File: src/rtl/pc_unit_pkg.sv
// pc_unit_pkg: shared PC-unit state encodings and IF-stage/debug default constants
package pc_unit_pkg;
  typedef enum logic [1:0] {
    ST_IDLE   = 2'd0,
    ST_RUN    = 2'd1,
    ST_STEP   = 2'd2,
    ST_HALTED = 2'd3
  } pc_state_e;
  localparam logic [31:0] DEFAULT_RESET_PC = 32'h0000_0000;
  localparam int unsigned DEFAULT_INCR = 4;
endpackage

File: src/rtl/pc_fetch_counter.sv
// pc_fetch_counter: saturating counter with enable for counting advancing fetch cycles
module pc_fetch_counter #(
  parameter int CNT_W = 32
) (
  input  logic             clk,
  input  logic             rst,
  input  logic             en,
  output logic [CNT_W-1:0] count
);
  always_ff @(posedge clk) begin
    if (rst) count <= '0;
    else if (en && !(&count)) count <= count + 1'b1;
  end
endmodule

File: src/rtl/pc_unit.sv
// pc_unit: parametrised PC with next-PC selection, debug run/step/halt FSM, misaligned trap and fetch counter
module pc_unit
  import pc_unit_pkg::*;
#(
  parameter int              PC_W       = 32,
  parameter logic [PC_W-1:0] RESET_PC   = PC_W'(DEFAULT_RESET_PC),
  parameter int unsigned     INCR       = DEFAULT_INCR,
  parameter int              ALIGN_BITS = 2,
  parameter int              CNT_W      = 32
) (
  input  logic             clk,
  input  logic             rst,
  input  logic             i_run,
  input  logic             i_step,
  input  logic             i_stall,
  input  logic             i_redirect,
  input  logic [PC_W-1:0]  i_redirect_pc,
  input  logic             i_halt_req,
  output logic [PC_W-1:0]  o_pc,
  output logic [PC_W-1:0]  o_pc_next_seq,
  output logic             o_fetch_valid,
  output logic [1:0]       o_state,
  output logic             o_misaligned,
  output logic [CNT_W-1:0] o_fetch_count
);
  localparam logic [PC_W-1:0] ALIGN_MASK = PC_W'((64'd1 << ALIGN_BITS) - 64'd1);
  pc_state_e state, state_d;
  logic [PC_W-1:0] pc_d;
  logic active, aligned, advance, trap;
  assign active        = (state == ST_RUN) || (state == ST_STEP);
  assign aligned       = (i_redirect_pc & ALIGN_MASK) == '0;
  // halt_req outranks everything; a redirect (good or bad) outranks stall
  assign advance       = active && !i_halt_req && (i_redirect ? aligned : !i_stall);
  assign trap          = active && !i_halt_req && i_redirect && !aligned;
  assign o_pc_next_seq = o_pc + PC_W'(INCR);
  assign o_fetch_valid = active;
  assign o_state       = state;
  assign pc_d          = !advance ? o_pc : i_redirect ? i_redirect_pc : o_pc_next_seq;
  always_comb begin
    state_d = state;
    case (state)
      ST_IDLE: state_d = i_run ? ST_RUN : i_step ? ST_STEP : ST_IDLE;
      ST_RUN:  state_d = (i_halt_req || trap) ? ST_HALTED : ST_RUN;
      ST_STEP: state_d = (i_halt_req || trap) ? ST_HALTED : advance ? ST_IDLE : ST_STEP;
      default: state_d = ST_HALTED;
    endcase
  end
  always_ff @(posedge clk) begin
    if (rst) begin
      state        <= ST_IDLE;
      o_pc         <= RESET_PC;
      o_misaligned <= 1'b0;
    end else begin
      state        <= state_d;
      o_pc         <= pc_d;
      o_misaligned <= o_misaligned | trap;
    end
  end
  pc_fetch_counter #(.CNT_W(CNT_W)) u_cnt (
    .clk  (clk),
    .rst  (rst),
    .en   (advance),
    .count(o_fetch_count)
  );
endmodule

File: config.mk
export PLATFORM = sky130hd
export DESIGN_NAME = pc_unit
export DESIGN_NICKNAME = d
export VERILOG_FILES = /design/src/rtl/pc_unit_pkg.sv /design/src/rtl/pc_fetch_counter.sv /design/src/rtl/pc_unit.sv
export SDC_FILE = /design/constraint.sdc
export NUM_CORES = 1
export LEC_CHECK = 0
export ABC_AREA = 0
export CELL_PAD_IN_SITES_DETAIL_PLACEMENT = 1
export CELL_PAD_IN_SITES_GLOBAL_PLACEMENT = 1
export CORE_MARGIN = 3
export CORE_UTILIZATION = 31
export CTS_BUF_LIST = sky130_fd_sc_hd__clkbuf_4 sky130_fd_sc_hd__clkbuf_8
export CTS_CLUSTER_SIZE = 24
export DETAILED_ROUTE_END_ITERATION = 10
export PLACE_DENSITY = 0.86
export SLEW_MARGIN = 0
export SYNTH_ARGS = -nofsm -noshare
export SYNTH_HDL_FRONTEND = slang
export SYNTH_HIERARCHICAL = 1
export SYNTH_SLANG_ARGS = --single-unit
File: constraint.sdc
create_clock -name clk -period 3 [get_ports clk]
set_clock_uncertainty 0.2 [all_clocks]
set_input_delay 0.75 -clock clk [delete_from_list [all_inputs] [get_ports clk]]
set_output_delay 0.75 -clock clk [all_outputs]
set_load 0.005 [all_outputs]
==> impl_metrics.yaml <==
pwr:
  p_leak_uw: 0.00271
  seqPwrFrac_pct: 40.5
  pwr-share-comb_pct: 20.2
  intPower_uw: 1670
  total_power_uw: 2350
  p_sw_share_pct: 28.8
  clockPowerShare_pct: 39.3
  vdd_drop_max_mv: 0.201
  p_per_area_mw_per_mm2: 341
  p_sw_uw: 677
cts:
  clkSinkCount: 67
  clkLatencyLatePin_ps: 380
  cts_hold_buf: 0
  root_buffer: "clkbuf_8"
  cts_max_level: 3
  cts.path.max_buffers: 2
  path_clk_slew_ps: 80
  numCtsBuffers: 9
  cts_tree: "built"
yosys:
  synth_seq_cells: 67
  avgSynthCellArea_um2: 8.16
  synth_nets: 572
  syn_inst: 527
  ys_types: 77
  synth.area.top_cells: "dfxtp_1 31%, xnor2_1 5.9%, a21oi_1 5.5%"
  async_flop_share_pct: 0
  yosys_warnings: 6
  synth_area_mm2: 0.00430
  synth_edf_count: 0
  yosys.area.top_type: "dfxtp_1"
  synth_flop_cell: "dfxtp_1"
  ys_seq_area_share_pct: 31.2
  synth_top_area_share_pct: 31.2
sta:
  setup_tns_ps: -230
  fin_hold_ws_ps: 298
  finalMaxSlewViolations: 0
  fmax_mhz: 323
  hold_viol_final: 0
  fin_crit_sh_pct: 103
  rsz0062_at_grt: "true"
  setup_viol: 4
  tightest_slew_ps: 586
  finalCriticalPeriod_ps: 3100
  max_slew_margin_pct: 60.8
  setup_ws_ps: -99.7
grt:
  antenna_found_initial: 0
  overflow: 0
  grt_use_total_pct: 24.2
  grt_pass1_vias: 5439
  grt_max_degree: 49
  grt_pass1_wl_um: 28800
detailed_routing:
  ant_nets: 0
  drt_iter0_markers: 302
  drc: 0
  wirelength_um: 20500
  first_pass_iters: 5
  vias_per_cell: 5.75
  wl_per_cell_um: 22.4
  vias: 5258
cells_and_area:
  nFillCells: 1585
  final-seq-area_mm2: 0.00136
  diodes: 0
  multi_input_area_mm2: 0.00295
  area_delta_synth_final_pct: 60.2
  layout-drive-gt1-share_pct: 28.1
  nets: 779
  fin_cells: 915
die:
  start_util_pct: 32.1
  die_w_um: 124
  core_mm2: 0.0134
  die_area_mm2: 0.0153
  ioPinCount: 139
  die-height_um: 124
  num_rows: 42
setup_path:
  cp.arrival_ps: 2150
  start_kind: "flop"
  r2r_setup_slack_ps: 250
  cp-end-kind: "output pin"
  critPathLaunch: "o_pc[3]"
  critPathRequiredTime_ps: 2050
  critPathKind: "reg -> out"
  critPathMaxFanout: 2
  reg2reg_from: "o_state[0]"
run_status:
  status: "finished, violations left"
  violations: "negative setup slack"
placed_design:
  gp_congestion: 0.862
  pre_cts_ws_ps: -153
  hpwl_um: 12600
  place_inst: 870
  io_buffers: 138
worst_hold_path:
  hp-class: "reg -> reg"
  min-delay-start: "o_pc[0]"
run:
  cap_violations: 0
flip-flops by register name (all words and copies together), names as in the netlist:
name	count
u_cnt/count	32
o_misaligned	1
o_pc	32
o_state	2
stage by stage:
| stage | util [%] | area [um^2] |
|---|---|---|
| after CTS | 50.1 | 6710 |
| after detailed placement | 46.1 | 6180 |
| after global routing | 51.4 | 6890 |
| after global placement | 46.1 | 6180 |
| final | 51.4 | 6890 |
| after floorplan | - | 4300 |
placed cells by master, fill, tap and decap left out, types with 6 or more instances in the layout:
cell type / n
a21oi_1: 47
a31oi_1: 7
and3_1: 9
and4_1: 8
buf_2: 15
buf_4: 74
buf_6: 16
clkbuf_8: 11
clkdlybuf4s50_1: 111
dfxtp_1: 57
dfxtp_2: 9
inv_1: 17
nand2_1: 51
nand2_2: 7
nand3_1: 19
nand4_1: 12
nor2_1: 37
nor3_1: 9
o21ai_0: 19
o21ai_1: 11
o31ai_1: 6
or3_1: 17
xnor2_1: 19
xnor2_2: 9
xor2_1: 11
per-layer routing:
metal | routed length, um | GRT usage, % | up-vias
met3 | 1460 | 6.18 | 79
met5 | 0 | 0 | -
met4 | 1030 | 12.3 | 0
met1 | 7930 | 26.6 | 2575
li1 | - | - | 2328
met2 | 10100 | 42.8 | 276
power by group through the flow:
stage | registers, uW | logic, uW | clock network (uW)
6_report | 952 | 476 | 923
4_1_cts | 948 | 452 | 919
2_1_floorplan | 970 | 186 | 0
3_3_place_gp | 962 | 429 | 0
5_1_grt | 955 | 507 | 979
3_5_place_dp | 965 | 447 | 0
cell type report:
| cell class | count | area share (%) |
|---|---|---|
| inverters | 18 | 0.981 |
| multi-input cells | 408 | 42.8 |
| flip-flops and latches | 67 | 19.7 |
| repair buffers | 230 | 29.9 |
| clock inverters | 4 | 1.05 |
| well taps | 176 | 3.20 |
| clock buffers | 12 | 2.31 |
what timing repair did:
action	in CTS	in global routing
setup buffers	19	12
resized for setup	106	46
pin swaps	24	28
endpoints found under the hold margin	0	0
endpoints found under the setup margin	24	19
logic make-up after synthesis:
logic type	Yosys count	synth area share, %
simple gates	223	30.4
buf+inv	52	6.26
compound gates	137	21.8
mux	1	0.233
xor+xnor	41	8.35
fa+ha+maj	6	1.75
flops	67	31.2
cells in the mapped netlist (6+ instances only):
cell / instances
a21oi_1: 47
nand4_1: 12
xnor2_1: 29
nand3_1: 24
o21ai_1: 12
dfxtp_1: 67
and3_1: 10
ha_1: 6
buf_2: 12
a31oi_1: 7
clkbuf_1: 13
o21ai_0: 19
o31ai_1: 6
inv_1: 17
and4_1: 9
xor2_1: 12
nor2_1: 41
nor3_1: 12
or3_1: 18
nand2_1: 59
final timing paths:
| check | endpoint | cells after the start |
|---|---|---|
| setup / recovery | o_pc_next_seq[30] | 8 |
| hold / removal | o_pc[0] | 1 |
| setup reg to reg | u_cnt/count[15] | 10 |
| hold reg to reg | o_pc[0] | 1 |
worst max-delay path: stages, from the launching register on:
cell	delay, ps
dfxtp_4	370
ha_4	130
nand4_1	160
or4_4	500
buf_6	150
nor2_4	90
nand2_2	90
xnor2_2	130
buf_2	140
Power figures use the tool's default switching activity.
